### src/rtl/hex_disp_sched.sv
// rtl/hex_disp_sched.sv - update scheduler sharing one BCD-to-seven-segment decoder across NUM_DIG digits
// Optional leading-zero blanking: define HEX_DISP_SCHED_LZB_EN.
module hex_disp_sched #(
   parameter int NUM_DIG = 4,
   parameter int IDX_W   = 3
) (
   input  logic                 CLOCK_50,
   input  logic                 RST,
   input  logic                 LD_VALID,
   output logic                 LD_READY,
   input  logic [4*NUM_DIG-1:0] LD_DATA,
   output logic [3:0]           DEC_IN,
   input  logic [6:0]           DEC_OUT,
   output logic [7*NUM_DIG-1:0] HEX,
   output logic                 BUSY,
   output logic                 UPD_DONE,
   output logic                 BAD_DIG
);

   typedef enum logic [1:0] {IDLE, SET, CAP, DONE} state_t;

   state_t               state_q, state_d;
   logic [4*NUM_DIG-1:0] shadow_q;
   logic [IDX_W-1:0]     idx_q;
   logic [3:0]           dec_hold_q;
   logic [7*NUM_DIG-1:0] hex_q;
   logic                 bad_acc_q;
   logic                 bad_q;

   logic                 accept;
   logic                 last_dig;
   logic [3:0]           cur_code;
   logic                 cur_bad;
   logic                 cur_blank;
   logic [6:0]           cap_seg;

   assign accept   = LD_VALID && (state_q == IDLE);
   assign last_dig = (idx_q == IDX_W'(NUM_DIG - 1));

   always_comb begin
      cur_code = 4'h0;
      for (int i = 0; i < NUM_DIG; i++) begin
         if (idx_q == IDX_W'(i)) begin
            cur_code = shadow_q[4*i +: 4];
         end
      end
   end

   assign cur_bad = (cur_code > 4'd9);

`ifdef HEX_DISP_SCHED_LZB_EN
   logic [NUM_DIG-1:0] blank_d, blank_q;
   logic               lzb_run;

   // Zero run is measured from the top digit down; digit 0 always shows.
   always_comb begin
      blank_d = '0;
      lzb_run = 1'b1;
      for (int i = NUM_DIG - 1; i >= 1; i--) begin
         lzb_run    = lzb_run & (LD_DATA[4*i +: 4] == 4'h0);
         blank_d[i] = lzb_run;
      end
   end

   always_ff @(posedge CLOCK_50) begin
      if (RST) begin
         blank_q <= '0;
      end else if (accept) begin
         blank_q <= blank_d;
      end
   end

   always_comb begin
      cur_blank = 1'b0;
      for (int i = 0; i < NUM_DIG; i++) begin
         if (idx_q == IDX_W'(i)) begin
            cur_blank = blank_q[i];
         end
      end
   end
`else
   assign cur_blank = 1'b0;
`endif

   // The decoder output is undefined above 9, so it is never captured there.
   assign cap_seg = (cur_bad || cur_blank) ? 7'h7F : DEC_OUT;

   always_comb begin
      state_d = state_q;
      case (state_q)
         IDLE:    if (LD_VALID) state_d = SET;
         SET:     state_d = CAP;
         CAP:     state_d = last_dig ? DONE : SET;
         DONE:    state_d = IDLE;
         default: state_d = IDLE;
      endcase
   end

   always_ff @(posedge CLOCK_50) begin
      if (RST) begin
         state_q    <= IDLE;
         shadow_q   <= '0;
         idx_q      <= '0;
         dec_hold_q <= 4'h0;
         hex_q      <= {NUM_DIG{7'h7F}};
         bad_acc_q  <= 1'b0;
         bad_q      <= 1'b0;
      end else begin
         state_q <= state_d;
         if (accept) begin
            shadow_q  <= LD_DATA;
            bad_acc_q <= 1'b0;
            idx_q     <= '0;
         end
         if (state_q == CAP) begin
            dec_hold_q <= cur_code;
            for (int i = 0; i < NUM_DIG; i++) begin
               if (idx_q == IDX_W'(i)) begin
                  hex_q[7*i +: 7] <= cap_seg;
               end
            end
            if (cur_bad) begin
               bad_acc_q <= 1'b1;
            end
            if (!last_dig) begin
               idx_q <= idx_q + 1'b1;
            end
         end
         if (state_q == DONE) begin
            bad_q <= bad_acc_q;
         end
      end
   end

   assign LD_READY = (state_q == IDLE);
   assign BUSY     = (state_q != IDLE);
   assign UPD_DONE = (state_q == DONE);
   assign DEC_IN   = ((state_q == SET) || (state_q == CAP)) ? cur_code : dec_hold_q;
   assign HEX      = hex_q;
   assign BAD_DIG  = bad_q;

endmodule

### config.mk
export PLATFORM = sky130hd
export DESIGN_NAME = hex_disp_sched
export DESIGN_NICKNAME = d
export VERILOG_FILES = /design/src/rtl/hex_disp_sched.sv
export SDC_FILE = /design/constraint.sdc
export NUM_CORES = 1
export LEC_CHECK = 0
export CORE_ASPECT_RATIO = 1.5
export CORE_MARGIN = 3
export CORE_UTILIZATION = 25
export DETAILED_ROUTE_END_ITERATION = 8
export GPL_ROUTABILITY_DRIVEN = 0
export PLACE_DENSITY = 0.56
export SYNTH_ARGS = -nofsm -noshare
export SYNTH_HDL_FRONTEND = slang
export SYNTH_SLANG_ARGS = --single-unit
### constraint.sdc
create_clock -name CLOCK_50 -period 2.6 [get_ports CLOCK_50]
set_input_delay 0.52 -clock CLOCK_50 [delete_from_list [all_inputs] [get_ports CLOCK_50]]
set_output_delay 0.52 -clock CLOCK_50 [all_outputs]
set_load 0.01 [all_outputs]
======== Word-level counts from Yosys, hierarchy flattened ========
Cells that the tools add are included.
storage, ports and cells
  flip-flop bits (word level) ............. 55
  bits of input ports ..................... 26
  word-level logic and storage cells ...... 43
operators by class
  add/sub/neg operators ................... 1
  magnitude comparators ................... 1
  equality and inequality tests ........... 7
  multiplexer cells ....................... 15
  reduce and logical (&&, ||, !) cells .... 9
operators with widths
  cell                                                              number
  4-bit 2-to-1 mux                                                  5
  3-bit 2-to-1 mux                                                  3
  2-bit one-hot mux with 4 select lines                             1
  2-bit AND reduction                                               4
  7-bit 2-to-1 mux                                                  1
  3-bit by 2-bit == test with 1-bit output (second input constant)  2
  2-bit == test (second input constant)                             2
  4-bit > comparator (second input constant)                        1
  2-bit 2-to-1 mux                                                  2
  3-bit by 1-bit adder with 3-bit output (second input constant)    1
  3-bit by 1-bit == test with 1-bit output (second input constant)  1
  3-bit zero test                                                   1
  1-bit 2-to-1 mux                                                  3
  2-bit by 1-bit == test with 1-bit output (second input constant)  1
  2-bit zero test                                                   1
  2-bit != test (second input constant)                             1
  2-bit nonzero test                                                1
  1-bit logical AND                                                 1
  1-bit logical OR                                                  1

======== Longest topological paths before layout ========
  depth after elaboration ................. 8
  gate-level depth with buffers ........... 9
  gate-level depth less buffers ........... 6

======== Worst setup path after synthesis ========
No wires, ideal clock.
  kind .................................... register -> output
  start point ............................. register idx_q[0]
  end point ............................... output DEC_IN[3]
  arrival time ............................ 1.750 ns
  setup slack ............................. 0.330 ns
  cell stages (with the launch flop) ...... 9
  buffers on the path ..................... 2
  cell sequence ........................... dfxtp_1 > inv_1 > ha_1 > buf_2 > nor2b_1 > a2111oi_2 > buf_2 > o21ai_1 > o21ai_1
between the ends
  cells in the longest elaborated chain, start to end .. 6
  elaborated cells between the ends (all ways) .. 9
  classes of those cells .................. eq/ne: 3; mux: 5; reduce/logical: 1
ends and longest elaborated chain
  item                            RTL line  RTL
  start, declared                 24        logic [IDX_W-1:0] idx_q;
  start signal, assigned          126       idx_q <= idx_q + 1'b1;
  3-bit zero test                 43        if (idx_q == IDX_W'(i)) begin
  4-bit 2-to-1 mux (3 in series)  43
  4-bit 2-to-1 mux *              43
  4-bit 2-to-1 mux *              138       assign DEC_IN = ((state_q == SET) || (state_q == CAP)) ? cur_code : dec_hold_q;
  end, declared                   12        output logic [3:0] DEC_IN,
Mark *: on every way between the ends. The rest lies on a longest branch, timed or not.

======== Worst setup path after layout ========
  start point ............................. register idx_q[1]
  end point ............................... output DEC_IN[1]
The elaborated chain is that of the path after synthesis.

==> run_results.csv <==
group,metric,value,unit
layout,finalNetCount,431,
hold_path,holdPathStages,2,
timing,setup_tns,0,ns
synthesis,yosysTopAreaCellShare,40.8,%
die,num_io_pins,62,
layout,drive_gt1_share,11.8,%
critical_path,r2r-end,"HEX[8]",
clock_network,numCtsBuffers,5,
die,fp.dieH,133,um
synthesis,yosysSeqAreaShare,40.8,%
synthesis,synth_edf_count,0,
clock_network,cts_buffer_depth,2,
place,portBuffers,61,
place,dp.cells,531,
run_status,status,"completed",
timing,slew_viol_final,0,
synthesis,ys_top_cells_by_count,"62 x nand2_1, 55 x dfxtp_1, 29 x or3_1",
run,maxCapViolCount,0,
die,fp.dieW,90.8,um
critical_path,cp_data_required_time,2.08,ns
timing,slew_headroom,54.1,%
synthesis,synthMostInstantiatedCell,"nand2_1",
critical_path,cp_slowest_cell,"a2111oi_2",
global_routing,first_global_vias,2453,
global_routing,grt_first_pass_wirelength,13000,um
clock_network,cts_tree,"built",
layout,area_growth,38.3,%
synthesis,netlist_area,0.00270,mm2
layout,diodes,0,
clock_network,cts-root-buf,"clkbuf_16",
timing,worst_slew_pin_slew,0.687,ns
synthesis,synth.avg_cell_area,7.95,um2
hold_path,hp-class,"flip-flop to flip-flop",
pwr,ir_worst_vdd,0.381,mV
die,initial_core_util,26.2,%
critical_path,path_class,"flip-flop to primary output",
place,dp_slack,-0.0867,ns
timing,layout_setup_ws,0.0714,ns
layout,final_core_util,36.2,%
timing,post-route-min-period,2.53,ns
critical_path,worstPathMaxFanout,8,
layout,fillers,1080,
synthesis,ys_async_sr_fraction,0,%
synthesis,syn-instance-count,339,
clock_network,cts.clk_slew.worst_paths,0.07,ns
routing,first_iter_violations,154,
global_routing,overflow,0,
critical_path,max_stage_delay,0.38,ns
timing,fmax,395,MHz
routing,vias,2609,
synthesis,ys.flop_type,"dfxtp_1",
critical_path,critical_path.cell_chain,"inv_1 -> ha_2 -> nand3b_1 -> a2111oi_2 -> buf_4 -> nor2_1 -> a21oi_1 -> buf_2",
pwr,p_per_area,581,mW/mm2
global_routing,antenna_found_initial,0,
hold_path,hold_end,"shadow_q[8]",
critical_path,crit_buf_inv,3,
routing,first_pass_iters,4,
pwr,power_leakage,0.00129,uW
clock_network,cts_num_sinks,55,
critical_path,arrival,2.01,ns
die,row_count,45,
layout,final_cells,540,
die,core_area,0.0103,mm2
routing,remaining_drc_errors,0,
timing,setup_viol,0,
critical_path,reg2reg_from,"idx_q[1]",
timing,finClkSkew,0.00533,ns
critical_path,cpLargestDelayFamily,"compound AO/OA/AOI/OAI gates",
clock_network,cts_max_level,2,
routing,routed_wl,8200,um
global_routing,grt_max_degree,31,
synthesis,ys_ff_latch,55,
critical_path,worstSetupStartpointType,"flip-flop",
place,hpwlAfterDp,5680,um
clock_network,clk_latency,0.29,ns
critical_path,reg2regPathDepth,8,
hold_path,holdCritStartpoint,"shadow_q[8]",
synthesis,yosysWarningCount,0,
synthesis,synth.area.top_cells,"dfxtp_1 41%, nand2_1 8.6%, o31ai_1 7.8%, or3_1 6.7%, a31oi_1 6.5%",
synthesis,synth_nets,372,
routing,wire_per_inst,15.2,um
timing,fin_crit_sh,97.3,%
timing,hold_violations,0,
synthesis,netlist-cell-type-count,30,
global_routing,grt_usage,13.3,%
critical_path,reg2reg_setup_slack,0.45,ns
timing,rsz0062_at_grt,"true",
synthesis,synth_area_leader_cell,"dfxtp_1",
die,die_area,0.0121,mm2
critical_path,endpoint_kind,"primary output",
routing,postRouteAntennaNets,0,
routing,via_per_inst,4.83,
[logic make-up after synthesis]
| kind of cell | count (synthesis) | share of synthesized area (%) |
|---|---|---|
| and+or+nand+nor | 133 | 24.0 |
| AOI/OAI and AO/OA | 101 | 24.8 |
| muxes | 2 | 0.742 |
| buffers and inverters | 41 | 6.36 |
| DFF | 55 | 40.8 |
| adders and majority gates | 7 | 3.25 |
[layout make-up]
class	count	area, um2	share of cell area, %
Sequential cell	55	1100	29.6
Clock inverter	2	35.0	0.939
Clock buffer	6	139	3.72
Multi-Input combinational cell	243	1490	39.8
Inverter	9	33.8	0.906
Tap cell	141	176	4.73
Timing Repair Buffer	84	758	20.3
[tightest hold or removal path, delay by kind of cell, from the launching register on]
kind	cells	cell delay (ns)
flops	1	0.31
simple gates	1	0.05
compound gates	1	0.05
[cell usage in the layout, fill, tap and decap left out]
| master | count |
|---|---|
| nand3_1 | 4 |
| inv_1 | 8 |
| bufinv_16 | 1 |
| clkbuf_8 | 1 |
| a221oi_2 | 1 |
| nand2_1 | 62 |
| o21ai_0 | 2 |
| ha_2 | 2 |
| o211ai_1 | 1 |
| clkbuf_16 | 5 |
| and3b_1 | 4 |
| nand2b_1 | 3 |
| o21ai_1 | 5 |
| nor2_1 | 17 |
| nand3b_1 | 5 |
| dfxtp_1 | 54 |
| ha_1 | 4 |
| clkbuf_2 | 3 |
| a31oi_1 | 28 |
| and3_1 | 1 |
| a21oi_1 | 28 |
| a211oi_1 | 3 |
| dfxtp_2 | 1 |
| nor2b_1 | 4 |
| mux2i_1 | 2 |
| nor2b_2 | 1 |
| ha_4 | 1 |
| a2111oi_4 | 3 |
| clkdlybuf4s50_1 | 56 |
| and2_1 | 3 |
| clkinv_2 | 1 |
| buf_2 | 2 |
| buf_4 | 23 |
| inv_2 | 1 |
| a2111oi_2 | 1 |
| or3_1 | 29 |
| o31ai_1 | 28 |
| a2111oi_0 | 1 |
[per-stage QoR]
step / power [uW] / cell area, um2 / hold slack, ns
after floorplan: 1200 / 2700 / 0.432
after global placement: 1400 / 3530 / 0.445
after detailed placement: 1400 / 3530 / 0.449
after CTS: 2190 / 3730 / 0.459
after global routing: 2260 / 3730 / 0.487
final: 2170 / 3730 / 0.459
[metal layers]
layer	wire length, um	track usage, %	up-vias	share of wire, %
met5	0	0	-	0
met4	151	4.87	0	1.8
met3	339	2.60	9	4.1
met2	4040	23.0	62	49
met1	3660	16.2	1217	45
li1	-	-	1321	-
[worst max-delay path by stage]
stage	start	endpoint	cells past startpoint
detailed placement	idx_q[1]	DEC_IN[1]	8
finish	idx_q[1]	DEC_IN[1]	8
CTS	idx_q[0]	DEC_IN[1]	9
global route	idx_q[1]	DEC_IN[1]	8
global placement	idx_q[1]	DEC_IN[1]	8
floorplan	idx_q[0]	DEC_IN[3]	8
[sequential cells by signal (all words and copies together) (netlist names)]
| register | cells |
|---|---|
| BAD_DIG | 1 |
| idx_q | 3 |
| bad_acc_q | 1 |
| state_q | 2 |
| HEX | 28 |
| dec_hold_q | 4 |
| shadow_q | 16 |
[report_power, final]
part           switching, uW  leakage (uW)  internal (uW)
Combinational            254      0.000757            199
Sequential              32.5      0.000448            890
Clock                    312     0.0000868            480
Total                    598       0.00129           1570
[repair_timing]
| action | in CTS | in global routing |
|---|---|---|
| pin swaps | 0 | 2 |
| resized for setup | 12 | 8 |
| endpoints found under the setup margin | 4 | 4 |
| setup buffers | 0 | 1 |
| hold buffers | 0 | 0 |
Power figures use the tool's default switching activity.
